**src/rtl/output_port_arbiter_if.sv**
```systemverilog
// Arbiter-side bundle: input queue heads/pops, route requests, downstream link and counter.
`ifndef PL
`define PL 8
`endif

interface output_port_arbiter_if #(
  parameter int unsigned N      = 5,
  parameter int unsigned FLIT_W = `PL
);
  logic [N*FLIT_W-1:0] in_data;
  logic [N-1:0]        in_req;
  logic [N-1:0]        in_shift;
  logic [FLIT_W-1:0]   out_data;
  logic                out_avail;
  logic [15:0]         pkt_count;

  modport master (
    input  in_data, in_req, out_avail,
    output in_shift, out_data, pkt_count
  );

  modport slave (
    output in_data, in_req, out_avail,
    input  in_shift, out_data, pkt_count
  );
endinterface

```
**src/rtl/output_port_arbiter.sv**
```systemverilog
// Wormhole output-port arbiter: round-robin on head flits, locked to one input until its tail.
// Optional packet counter enabled by defining ARB_PKT_COUNT_EN.
`ifndef PL
`define PL 8
`endif

module output_port_arbiter #(
  parameter int unsigned N      = 5,
  parameter int unsigned FLIT_W = `PL
) (
  input logic                   clk,
  input logic                   rst_n,
  output_port_arbiter_if.master bus
);

  localparam int unsigned PtrW = (N > 1) ? $clog2(N) : 1;

  typedef enum logic [0:0] {StIdle, StLocked} state_e;
  typedef logic [1:0] ftype_t;

  // Type field is bits [1:2], bit 1 being the MSB of the code.
  localparam ftype_t TyBody = 2'b00;
  localparam ftype_t TyHead = 2'b01;

  function automatic ftype_t flit_type(input logic [FLIT_W-1:0] f);
    return {f[1], f[2]};
  endfunction

  state_e            state_q, state_d;
  logic [FLIT_W-1:0] out_q, out_d;
  logic [PtrW-1:0]   rr_q, rr_d;
  logic [PtrW-1:0]   owner_q, owner_d;
  logic [PtrW-1:0]   win;
  logic              win_found;
  logic              slot_free;
  logic              xfer;
  logic [N-1:0]      shift;
  logic [FLIT_W-1:0] flits [N];

  always_comb begin
    for (int unsigned k = 0; k < N; k++) begin
      flits[k] = bus.in_data[k*FLIT_W +: FLIT_W];
    end
  end

  assign xfer      = out_q[0] & bus.out_avail;
  assign slot_free = ~out_q[0] | bus.out_avail;

  // First candidate at or after rr_q; head and single both have bit 2 set.
  always_comb begin : rr_search
    int unsigned     idx;
    logic [PtrW-1:0] cur;
    win       = '0;
    win_found = 1'b0;
    idx       = 0;
    cur       = '0;
    for (int unsigned i = 0; i < N; i++) begin
      idx = 32'(rr_q) + i;
      if (idx >= N) idx = idx - N;
      cur = PtrW'(idx);
      if (!win_found && flits[cur][0] && flits[cur][2] && bus.in_req[cur]) begin
        win_found = 1'b1;
        win       = cur;
      end
    end
  end

  always_comb begin
    state_d = state_q;
    out_d   = xfer ? '0 : out_q;
    rr_d    = rr_q;
    owner_d = owner_q;
    shift   = '0;
    case (state_q)
      StIdle: begin
        if (slot_free && win_found) begin
          out_d      = flits[win];
          shift[win] = 1'b1;
          owner_d    = win;
          rr_d       = (win == PtrW'(N - 1)) ? '0 : win + 1'b1;
          if (flit_type(flits[win]) == TyHead) state_d = StLocked;
        end
      end
      StLocked: begin
        if (slot_free && flits[owner_q][0]) begin
          out_d          = flits[owner_q];
          shift[owner_q] = 1'b1;
          // Anything but a body ends the packet, including a stray head/single.
          if (flit_type(flits[owner_q]) != TyBody) state_d = StIdle;
        end
      end
      default: state_d = StIdle;
    endcase
  end

  always_ff @(posedge clk or negedge rst_n) begin
    if (!rst_n) begin
      state_q <= StIdle;
      out_q   <= '0;
      rr_q    <= '0;
      owner_q <= '0;
    end else begin
      state_q <= state_d;
      out_q   <= out_d;
      rr_q    <= rr_d;
      owner_q <= owner_d;
    end
  end

  // Pop strobe is combinational; block it while reset is held.
  assign bus.in_shift = rst_n ? shift : '0;
  assign bus.out_data = out_q;

`ifdef ARB_PKT_COUNT_EN
  logic [15:0] cnt_q;

  // Tail (10) and single (11) both carry bit 1 set.
  always_ff @(posedge clk or negedge rst_n) begin
    if (!rst_n) begin
      cnt_q <= '0;
    end else if (xfer && out_q[1]) begin
      cnt_q <= cnt_q + 16'd1;
    end
  end

  assign bus.pkt_count = cnt_q;
`else
  assign bus.pkt_count = '0;
`endif

endmodule

```
**src/flat_wrapper.sv**
```systemverilog
// flat-port wrapper written by rule: the top's interface ports become plain ports
module output_port_arbiter_flat 
#(
  parameter int unsigned N      = 5,
  parameter int unsigned FLIT_W = `PL
)
  (clk, rst_n, bus_in_data, bus_in_req, bus_out_avail, bus_in_shift, bus_out_data, bus_pkt_count);
  output_port_arbiter_if #(.N(N), .FLIT_W(FLIT_W)) bus_i ();
  input logic clk;
  input logic rst_n;
  input wire logic [$bits(bus_i.in_data)-1:0] bus_in_data;
  input wire logic [$bits(bus_i.in_req)-1:0] bus_in_req;
  input wire logic [$bits(bus_i.out_avail)-1:0] bus_out_avail;
  output wire logic [$bits(bus_i.in_shift)-1:0] bus_in_shift;
  output wire logic [$bits(bus_i.out_data)-1:0] bus_out_data;
  output wire logic [$bits(bus_i.pkt_count)-1:0] bus_pkt_count;
  assign bus_i.in_data = bus_in_data;
  assign bus_i.in_req = bus_in_req;
  assign bus_i.out_avail = bus_out_avail;
  assign bus_in_shift = bus_i.in_shift;
  assign bus_out_data = bus_i.out_data;
  assign bus_pkt_count = bus_i.pkt_count;
  output_port_arbiter #(.N(N), .FLIT_W(FLIT_W)) u_core (.clk(clk), .rst_n(rst_n), .bus(bus_i));
endmodule
```
**config.mk**
```make
export PLATFORM = sky130hd
export DESIGN_NAME = output_port_arbiter_flat
export DESIGN_NICKNAME = d
export VERILOG_FILES = /design/src/rtl/output_port_arbiter_if.sv /design/src/rtl/output_port_arbiter.sv /design/src/flat_wrapper.sv
export SDC_FILE = /design/constraint.sdc
export NUM_CORES = 1
export LEC_CHECK = 0
export CORE_ASPECT_RATIO = 1.1
export CORE_UTILIZATION = 49
export CTS_CLUSTER_DIAMETER = 60
export DETAILED_ROUTE_END_ITERATION = 12
export GPL_TIMING_DRIVEN = 0
export PLACE_DENSITY = 0.82
export SYNTH_ARGS = -nofsm -noshare
export SYNTH_HDL_FRONTEND = slang
export SYNTH_SLANG_ARGS = --single-unit
```
**constraint.sdc**
```tcl
create_clock -name clk -period 6.75 [get_ports clk]
set_clock_uncertainty 0.2 [all_clocks]
set_input_delay 1.35 -clock clk [delete_from_list [all_inputs] [get_ports clk]]
set_output_delay 1.35 -clock clk [all_outputs]
set_load 0.05 [all_outputs]
```
==> run_results.csv <==
group,metric,value,unit
floorplanning,die_h,80.2,um
yosys,synth_warnings,0,
clocking,clock_latency,0.25,ns
floorplanning,core,5360,um^2
floorplanning,start_util,50.8,%
placement,dpl_cell_area,3470,um^2
detailed_routing,vias_per_cell,5.96,
yosys,syn_avg_cell_area,7.78,um^2
yosys,async_reset_ff_share,100,%
power,p_switching,1.23,mW
timing,setup_ws,0.186,ns
clocking,clkSinkCount,15,
placement,post-place-cells,500,
clocking,cts_hold_buf,0,
final_layout,final_area,3500,um^2
clocking,clk_pin_slew,0.06,ns
timing,rsz0062_at_grt,"false",
worst_setup_path,required,5.20,ns
timing,slew_violations,0,
detailed_routing,drc,0,
global_route,grtUsageTotal,29.7,%
timing,max_freq,0.152,GHz
yosys,synth_seq_area_share,13.8,%
detailed_routing,totalWireLength,8450,um
yosys,synthCells,350,
final_layout,area_growth,28.6,%
power,p_comb_share,88.4,%
global_route,antenna_found_initial,0,
global_route,grt_pass1_vias,2761,
floorplanning,dieWidth,73.1,um
detailed_routing,wl_per_cell,16.8,um
global_route,grt_pass1_wl,13400,um
worst_setup_path,start_kind,"primary input",
timing,timing.final.crit_share,97.2,%
yosys,ys_ff_latch,15,
worst_setup_path,cp_data_arrival_time,5.01,ns
timing,tightest_slew,0.870,ns
worst_setup_path,criticalPathCategory,"in -> out",
floorplanning,dieArea,5860,um^2
detailed_routing,dr_total_vias,3003,
yosys,ys.flop_type,"dfrtp_1",
yosys,synth.distinct_cells,74,
final_layout,final_layout_size_suffix_gt1_share,14.2,%
clocking,root_buffer,"clkbuf_8",
floorplanning,rows,28,
global_route,grt_overflow,0,
timing,finalWorstPathRequiredPeriod,6.56,ns
timing,setup_viol,0,
clocking,cts_buffers,3,
power,pwr-share-seq,8.1,%
clocking,cts_buffer_depth,2,
floorplanning,io_pins,77,
final_layout,fin_cells,504,
placement,gp_congestion,0.904,
yosys,synth_edf_count,0,
power,p_leak,1.51,nW
final_layout,diodes,0,
global_route,grt_max_degree,21,
placement,dp_slack,-0.120,ns
detailed_routing,antenna_left,0,
power,switching_share,56.1,%
min_path,min_path_type,"reg -> reg",
placement,port_buffers,60,
worst_setup_path,worstPathMaxFanout,9,
yosys,syn-cell-area,2720,um^2
power,p_clk_share,3.5,%
clocking,cts_tree,"built",
power,power.total,2.19,mW
clocking,cts_setup_buffers,0,
timing,max-slew-margin-rel,41.8,%
detailed_routing,drt_iter0_drc,243,
worst_setup_path,end_kind,"primary output",
status,status,"finished clean",
clocking,htreeDepth,1,
final_layout,nets,489,
power,pwr_density_cell,625,nW/um^2
power,ir_drop,334,uV
power,internal-power,0.961,mW
placement,place_hpwl,6700,um
timing,final-hold-violation-count,0,
detailed_routing,first_pass_iters,4,
run,cap_violations,0,
-- cells in the final DEF (no fill, tap or decap), types with 6 or more instances in the layout --
master	n
o22ai_1	7
a21oi_1	29
clkdlybuf4s50_1	55
o21ai_0	19
ha_1	10
nand2_1	35
a22oi_1	7
inv_1	12
nor2_1	20
nor3_1	6
clkbuf_1	8
buf_4	18
dfrtp_1	15
conb_1	16
nand3_1	17
nand2b_1	7
nor2b_1	7
mux2i_1	28
-- area by class of cell --
type | count | area (um^2)
Timing Repair Buffer | 60 | 583
Sequential cell | 15 | 375
Fill cell | 477 | 1860
Clock buffer | 3 | 41.3
Clock inverter | 1 | 5.00
Multi-Input combinational cell | 300 | 2070
Tap cell | 75 | 93.8
Inverter | 14 | 57.6
Buffer | 36 | 278
-- final timing paths --
path | from | to | slack [ns] | cells after the start
min reg2reg | u_core.bus.out_data[2] | u_core.bus.out_data[2] | 0.35 | 2
max in group asynchronous | rst_n | u_core.owner_q[0] | 4.42 | 1
min | u_core.bus.out_data[2] | u_core.bus.out_data[2] | 0.35 | 2
max | bus_in_data[16] | bus_in_shift[4] | 0.19 | 13
min in group asynchronous | rst_n | u_core.bus.out_data[2] | 1.39 | 1
max reg2reg | u_core.rr_q[1] | u_core.bus.out_data[6] | 2.09 | 17
-- worst max-delay path, stage by stage --
cell and delay (ns):
clkdlybuf4s50_1 0.47, nand3_1 0.26, mux2i_1 0.19, o211a_1 0.27
o21ai_2 0.28, nand4_4 0.17, or4b_1 0.58, o32a_2 0.23
nand2_1 0.30, nand2_1 0.13, o21ai_0 0.10, and2_1 0.14
dlygate4sd2_1 0.53
-- metrics by stage --
stage | utilization (%) | hold slack, ns | TNS [ns]
after global placement | 64.8 | 0.327 | -0.426
after CTS | 65.5 | 0.353 | 0
after detailed placement | 64.8 | 0.336 | -0.313
after floorplan | - | 0.431 | 0
after global routing | 65.3 | 0.382 | 0
final | 65.3 | 0.351 | 0
-- state kept, by name (all words and copies together), names as in the netlist --
register             cells
u_core.owner_q           3
u_core.bus.out_data      8
u_core.state_q           1
u_core.rr_q              3
-- logic make-up after synthesis --
family,after synthesis,share of synthesized area [%]
flip-flops,15,13.8
adder cells (fa/ha/maj),11,5.33
AO/OA/AOI/OAI,116,31.2
XOR/XNOR,4,1.29
multiplexers,34,13.5
AND/OR/NAND/NOR,119,22.5
buffers and inverters,50,12.3
other,1,0.138
-- power groups by stage --
stage / combinational [mW] / clock, mW / sequential (mW)
after floorplan: 1.41 / 0 / 0.252
after global placement: 1.87 / 0 / 0.177
after detailed placement: 1.91 / 0 / 0.180
after CTS: 1.91 / 0.0745 / 0.177
after global routing: 2.09 / 0.0790 / 0.184
final: 1.94 / 0.0756 / 0.178
-- synthesized netlist by cell type, types with 3 or more instances --
library cell  count  area (um^2)
mux2i_1          28          280
ha_1             10          125
o21ai_1           3         15.0
nor3_1            6         30.0
a21o_1            3         22.5
dfrtp_1          15          375
clkbuf_1          8         30.0
a21oi_2           3         26.3
and2_1            5         31.3
buf_4            18          135
a22oi_1           7         52.6
o22ai_1           7         43.8
nor2b_1           7         43.8
a211oi_1          3         22.5
and3_1            4         25.0
or3_1             3         18.8
nand3_1          17         85.1
xnor2_1           4         35.0
buf_12            3         60.1
nand2b_1          7         43.8
a21oi_1          29          145
mux2_2            4         45.0
inv_1            12         45.0
nor2_1           20         75.1
buf_6             3         33.8
o221ai_1          3         26.3
o21ai_0          19         95.1
buf_2             3         15.0
o221a_1           5         56.3
a31oi_1           4         25.0
nand2_1          35          131
-- repair_timing --
item | 4_1_cts | 5_1_grt
setup endpoints to repair | 5 | 3
pin swaps | 0 | 0
gates resized for setup | 5 | 6
-- per-layer routing --
| layer | global-route usage (%) | share of wire (%) | vias up |
|---|---|---|---|
| met2 | 50.9 | 48 | 176 |
| met1 | 35.8 | 40 | 1360 |
| li1 | - | - | 1429 |
| met4 | 15.5 | 4.2 | 0 |
| met5 | 0 | 0 | - |
| met3 | 3.64 | 7.3 | 38 |
(Power assumes the default switching activity.)
